### src/rtl/imem_loader.sv
// Instruction RAM with a byte-stream image loader; holds the core in reset
// until a complete image is present, then serves instructions combinationally.
module imem_loader #(
    parameter int          ADDR_SIZE = 6,
    parameter logic [31:0] FILL_WORD = 32'h0000000D
) (
    input  logic                 clock,
    input  logic                 reset,
    input  logic                 load_valid,
    output logic                 load_ready,
    input  logic [7:0]           load_data,
    input  logic                 load_last,
    input  logic                 reload,
    input  logic [31:0]          raddr,
    output logic [31:0]          instr,
    output logic                 core_reset,
    output logic                 loaded,
    output logic                 overflow,
    output logic [ADDR_SIZE:0]   word_count,
    output logic [1:0]           fsm_state
);

    // Handshake: a byte transfers on a rising edge where load_valid && load_ready;
    // the byte must stay stable while load_valid is high and load_ready is low.
    typedef enum logic [1:0] {
        LOAD = 2'd0,
        RUN  = 2'd1,
        OVF  = 2'd2
    } state_t;

    localparam int                DEPTH      = 1 << ADDR_SIZE;
    localparam logic [ADDR_SIZE:0] FULL_COUNT = (ADDR_SIZE + 1)'(DEPTH);

    state_t               state, state_n;
    logic [1:0]           byte_idx, byte_idx_n;
    logic [23:0]          asm_reg, asm_n;
    logic [ADDR_SIZE:0]   wc, wc_n;
    logic                 core_reset_q, core_reset_n;
    logic [DEPTH-1:0]     valid_bits;
    logic [31:0]          mem [DEPTH];

    logic                 clear;
    logic                 accept;
    logic                 wr_en;
    logic [31:0]          merged;
    logic [ADDR_SIZE-1:0] wr_idx;
    logic [ADDR_SIZE-1:0] rd_idx;
    logic                 rd_in_range;

    assign clear  = reset || reload;
    assign accept = load_valid && (state == LOAD);
    assign wr_idx = wc[ADDR_SIZE-1:0];

    // Current byte merged into the partially assembled word; upper bytes stay 0.
    always_comb begin
        merged = 32'h0;
        case (byte_idx)
            2'd0:    merged = {24'h0, load_data};
            2'd1:    merged = {16'h0, load_data, asm_reg[7:0]};
            2'd2:    merged = {8'h0, load_data, asm_reg[15:0]};
            default: merged = {load_data, asm_reg};
        endcase
    end

    always_comb begin
        state_n      = state;
        byte_idx_n   = byte_idx;
        asm_n        = asm_reg;
        wc_n         = wc;
        core_reset_n = (state != RUN);
        wr_en        = 1'b0;
        if (clear) begin
            state_n      = LOAD;
            byte_idx_n   = 2'd0;
            asm_n        = 24'h0;
            wc_n         = '0;
            core_reset_n = 1'b1;
        end else if (accept) begin
            if (wc == FULL_COUNT) begin
                // Image too large: drop the byte and park until reload/reset.
                state_n = OVF;
            end else if (byte_idx == 2'd3 || load_last) begin
                wr_en      = 1'b1;
                wc_n       = wc + (ADDR_SIZE + 1)'(1);
                byte_idx_n = 2'd0;
                asm_n      = 24'h0;
                if (load_last) begin
                    state_n = RUN;
                end
            end else begin
                byte_idx_n = byte_idx + 2'd1;
                asm_n      = merged[23:0];
            end
        end
    end

    always_ff @(posedge clock) begin
        if (reset) begin
            state        <= LOAD;
            byte_idx     <= 2'd0;
            asm_reg      <= 24'h0;
            wc           <= '0;
            core_reset_q <= 1'b1;
        end else begin
            state        <= state_n;
            byte_idx     <= byte_idx_n;
            asm_reg      <= asm_n;
            wc           <= wc_n;
            core_reset_q <= core_reset_n;
        end
    end

    // Valid bits hide stale RAM contents from a previous image.
    always_ff @(posedge clock) begin
        if (clear) begin
            valid_bits <= '0;
        end else if (wr_en) begin
            valid_bits[wr_idx] <= 1'b1;
        end
    end

    always_ff @(posedge clock) begin
        if (wr_en) begin
            mem[wr_idx] <= merged;
        end
    end

    assign rd_idx      = raddr[ADDR_SIZE-1:0];
    assign rd_in_range = (raddr[31:ADDR_SIZE] == '0);

    always_comb begin
        instr = FILL_WORD;
        if (state == RUN && rd_in_range && valid_bits[rd_idx]) begin
            instr = mem[rd_idx];
        end
    end

    assign load_ready = (state == LOAD);
    assign loaded     = (state == RUN);
    assign overflow   = (state == OVF);
    assign core_reset = core_reset_q;
    assign word_count = wc;
    assign fsm_state  = state;

endmodule

### config.mk
export PLATFORM = sky130hd
export DESIGN_NAME = imem_loader
export DESIGN_NICKNAME = d
export VERILOG_FILES = /design/src/rtl/imem_loader.sv
export SDC_FILE = /design/constraint.sdc
export NUM_CORES = 2
export LEC_CHECK = 0
export CAP_MARGIN = 5
export CORE_MARGIN = 3
export CORE_UTILIZATION = 35
export CTS_BUF_LIST = sky130_fd_sc_hd__clkbuf_4
export DETAILED_ROUTE_END_ITERATION = 10
export PLACE_DENSITY = 0.47
export SETUP_SLACK_MARGIN = 0.5
export SKIP_CTS_REPAIR_TIMING = 1
export SLEW_MARGIN = 25
export SYNTH_ARGS = -nofsm -noshare
export SYNTH_HDL_FRONTEND = slang
export SYNTH_SLANG_ARGS = --single-unit
### constraint.sdc
create_clock -name clock -period 5 [get_ports clock]
set_input_delay 1 -clock clock [delete_from_list [all_inputs] [get_ports clock]]
set_output_delay 1 -clock clock [all_outputs]
set_load 0.02 [all_outputs]
==> summary.md <==
| Metric | Value |
|---|---|
| Synthesized cell area | 83200 um2 |
| GP Congestion | 0.767 |
| Maximum clock rate | 0.207 GHz |
| Final period util | 0.967 |
| Post-Route WL | 261000 um |
| Grt total ovfl | 0 |
| TritonCTS clock tree | yes |
| WP data arrival | 3830 ps |
| Yosys Warn Count | 0 |
| Delay-heaviest family, CP | buffers and inverters |
| Pins over their slew limit | 0 |
| Largest net degree at the start of global routing | 66 |
| Layout cells sized above 1 | 0.371 |
| Initial DRC count | 4412 |
| Core box area | 236000 um2 |
| Post-synthesis sequential area ratio | 0.764 |
| HPWL after DPL | 155000 um |
| Area leader, netlist | edfxtp_1 |
| Status | complete, no violations |
| Hold Path Class | input pin to flip-flop |
| Final TNS setup | 0 ps |
| Clk pin slew, worst setup/hold paths | 70 ps |
| Number of flops mapped to enable cells by yosys | 2048 |
| Synth Area per Inst | 20.6 um2 |
| Top-area cell type share of the netlist area | 0.740 |
| P_leak | 0.0313 uW |
| Worst EP required | 4000 ps |
| Antenna-violating nets left | 0 |
| RSZ-0062 raised after global routing | yes |
| Drc violations | 0 |
| Critical Path Max Stage Delay | 460 ps |
| Clock Skews | 119 ps |
| Least-Margin Pin Slew | 1080 ps |
| Fin cells | 8447 |
| Die Ht | 493 um |
| Initial antenna violation count | 20 |
| Final instance area | 99100 um2 |
| Crit-path slowest cell | mux4_2 |
| Total track usage | 0.214 |
| Longest Clk Path Bufs | 4 |
| Root Driver | clkbuf_4 |
| # fillers | 21000 |
| Syn_nets | 4092 |
| CTS Sinks | 2148 |
| Netlist cell types | 56 |
| Post-DP Area | 91200 um2 |
| Worst setup SP type | flip-flop |
| Die area | 243000 um2 |
| Synth top area cells | edfxtp_1 74%, mux4_2 12%, mux2i_1 3.2% |
| P&R area growth vs syn | 19.2% |
| Ports | 90 |
| WL per Instance | 30.9 um |
| Maxcap violations | 0 |
| PD cells | 373 nW/um2 |
| Pre-antenna DRT Iters | 5 |
| H-tree levels | 6 |
| Reg2reg start | word_count[5]$_SDFFE_PP0P_ |
| Synth async-reset ratio | 0 |
| Prevailing post-synth register cell | edfxtp_1 |
| Finish-stage setup viols | 0 |
| Die W | 493 um |
| WP depth | 11 |
| Nets | 4941 |
| FP Rows | 178 |
| Vias in the first global route | 47000 |
| Placed cell count | 7425 |
| Worst path cell trace | mux4_2 > mux2i_1 > o22a_1 > nand3_4 > a32oi_4 > buf_12 > buf_16 > buf_12 > a21oi_4 > buf_6 > buf_6 |
| Crit end category | primary output |
| CP Max Fanout | 7 |
| Flop2flop setup slack | 1320 ps |
| Starting Density | 0.353 |
| Vias | 45400 |
| Final Power | 36900 uW |
| Tmin final | 4830 ps |
| Syn Inst Count | 4041 |
| Final Hold Fails | 0 |
| CTS Buf Count | 601 |
| Slew Limit Headroom | 0.279 |
| Drt via density | 5.38 |
| #FFs+latches synth | 2148 |
| CP Launch Point | valid_bits[7]$_SDFFE_PP0N_ |
| PortBufs | 89 |
| Crit path kind | flip-flop to primary output |
| Clk_lat worst skew | 1370 ps |
| Max VDD drop | 0.000248 V |
| Buf/Inv on CP | 5 |
| Worst R2R End | mem[14][0]$_DFFE_PP_ |
| Critical Path Sink | instr[5] |
| First-pass GRT wire length | 364000 um |
| Worst r2r path cells | 7 |
| Max reg flops | 2048 |
-- kinds of logic after synthesis --
kind of cell | synth area share
simple gates | 0.0248
flops | 0.764
fa+ha+maj | 0.000903
buf+inv | 0.0173
xor+xnor | 0.000737
mux | 0.154
compound gates | 0.0389
-- synthesized netlist by cell type, types with 49 or more instances --
library cell and instances:
edfxtp_1 2048, mux4_2 445, mux2i_1 262, nor2_1 152, nand2_1 108, dfxtp_1 100, clkbuf_1 86, a22oi_1 66
o21ai_0 66, buf_2 65, o211ai_1 65, buf_4 63, o21a_1 63, a21oi_1 60, nand3_1 49
-- where the power goes --
part	leakage, uW	switching (uW)	internal, uW
combinational	0.00857	971	591
clock	0.00447	7190	8620
sequential	0.0183	5.60	19600
total	0.0313	8160	28800
-- worst min path at each step --
stage / startpoint / to / slack [ps] / depth (start not counted)
finish: load_last / fsm_state[0]$_SDFFE_PP0P_ / 260 / 3
floorplan: asm_reg[0]$_SDFFE_PP0P_ / asm_reg[0]$_SDFFE_PP0P_ / 430 / 2
detailed placement: asm_reg[7]$_SDFFE_PP0P_ / asm_reg[7]$_SDFFE_PP0P_ / 440 / 2
CTS: load_last / fsm_state[0]$_SDFFE_PP0P_ / 40 / 3
global route: load_last / fsm_state[0]$_SDFFE_PP0P_ / 190 / 3
global placement: asm_reg[7]$_SDFFE_PP0P_ / asm_reg[7]$_SDFFE_PP0P_ / 440 / 2
-- worst register-to-register path, cell delays in order, from the launching register on --
cell,delay (ps)
dfxtp_1,670
or3_2,630
o31ai_4,160
nor4_2,540
nand3_1,170
buf_4,270
nor2_4,150
buf_4,560
-- area by class of cell --
class	instances	area, um2	share of cell area
inverter	9	33.8	0.000341
tap	3150	3940	0.0398
timing repair buffer	490	5090	0.0514
antenna	9	22.5	0.000227
clock inverter	119	783	0.00790
multi-input combinational	1640	19100	0.193
clock buffer	882	6620	0.0668
sequential	2148	63500	0.641
-- per-layer routing --
layer  track usage  share of wire  wire length (um)
met3        0.0417          0.066             17300
met2         0.335           0.47            122000
met1         0.302           0.44            115000
met4        0.0640          0.025              6460
met5             0        0.00015                39
-- cell usage in the layout, fill, tap and decap left out, types with 28 or more instances in the layout --
cell	instances
nand3_1	48
nor2_1	81
nor3_1	28
mux4_2	445
clkbuf_4	882
o21ai_0	55
a22oi_1	66
mux2i_1	262
o211ai_1	65
o21a_1	63
a21oi_1	51
dfxtp_1	97
edfxtp_1	2048
buf_4	311
nor2_4	69
clkdlybuf4s50_1	51
buf_12	86
a211oi_1	36
nand2_1	108
clkinv_1	79
-- per-stage QoR --
step | hold WS (ps) | setup slack [ps] | util
3_5_place_dp | 444 | -194 | 0.387
6_report | 260 | 166 | 0.420
5_1_grt | 186 | 19.0 | 0.420
4_1_cts | 39.8 | -765 | 0.418
3_3_place_gp | 438 | -220 | 0.387
2_1_floorplan | 432 | 664 | -
Note: power is estimated with default switching activity, not from simulation.
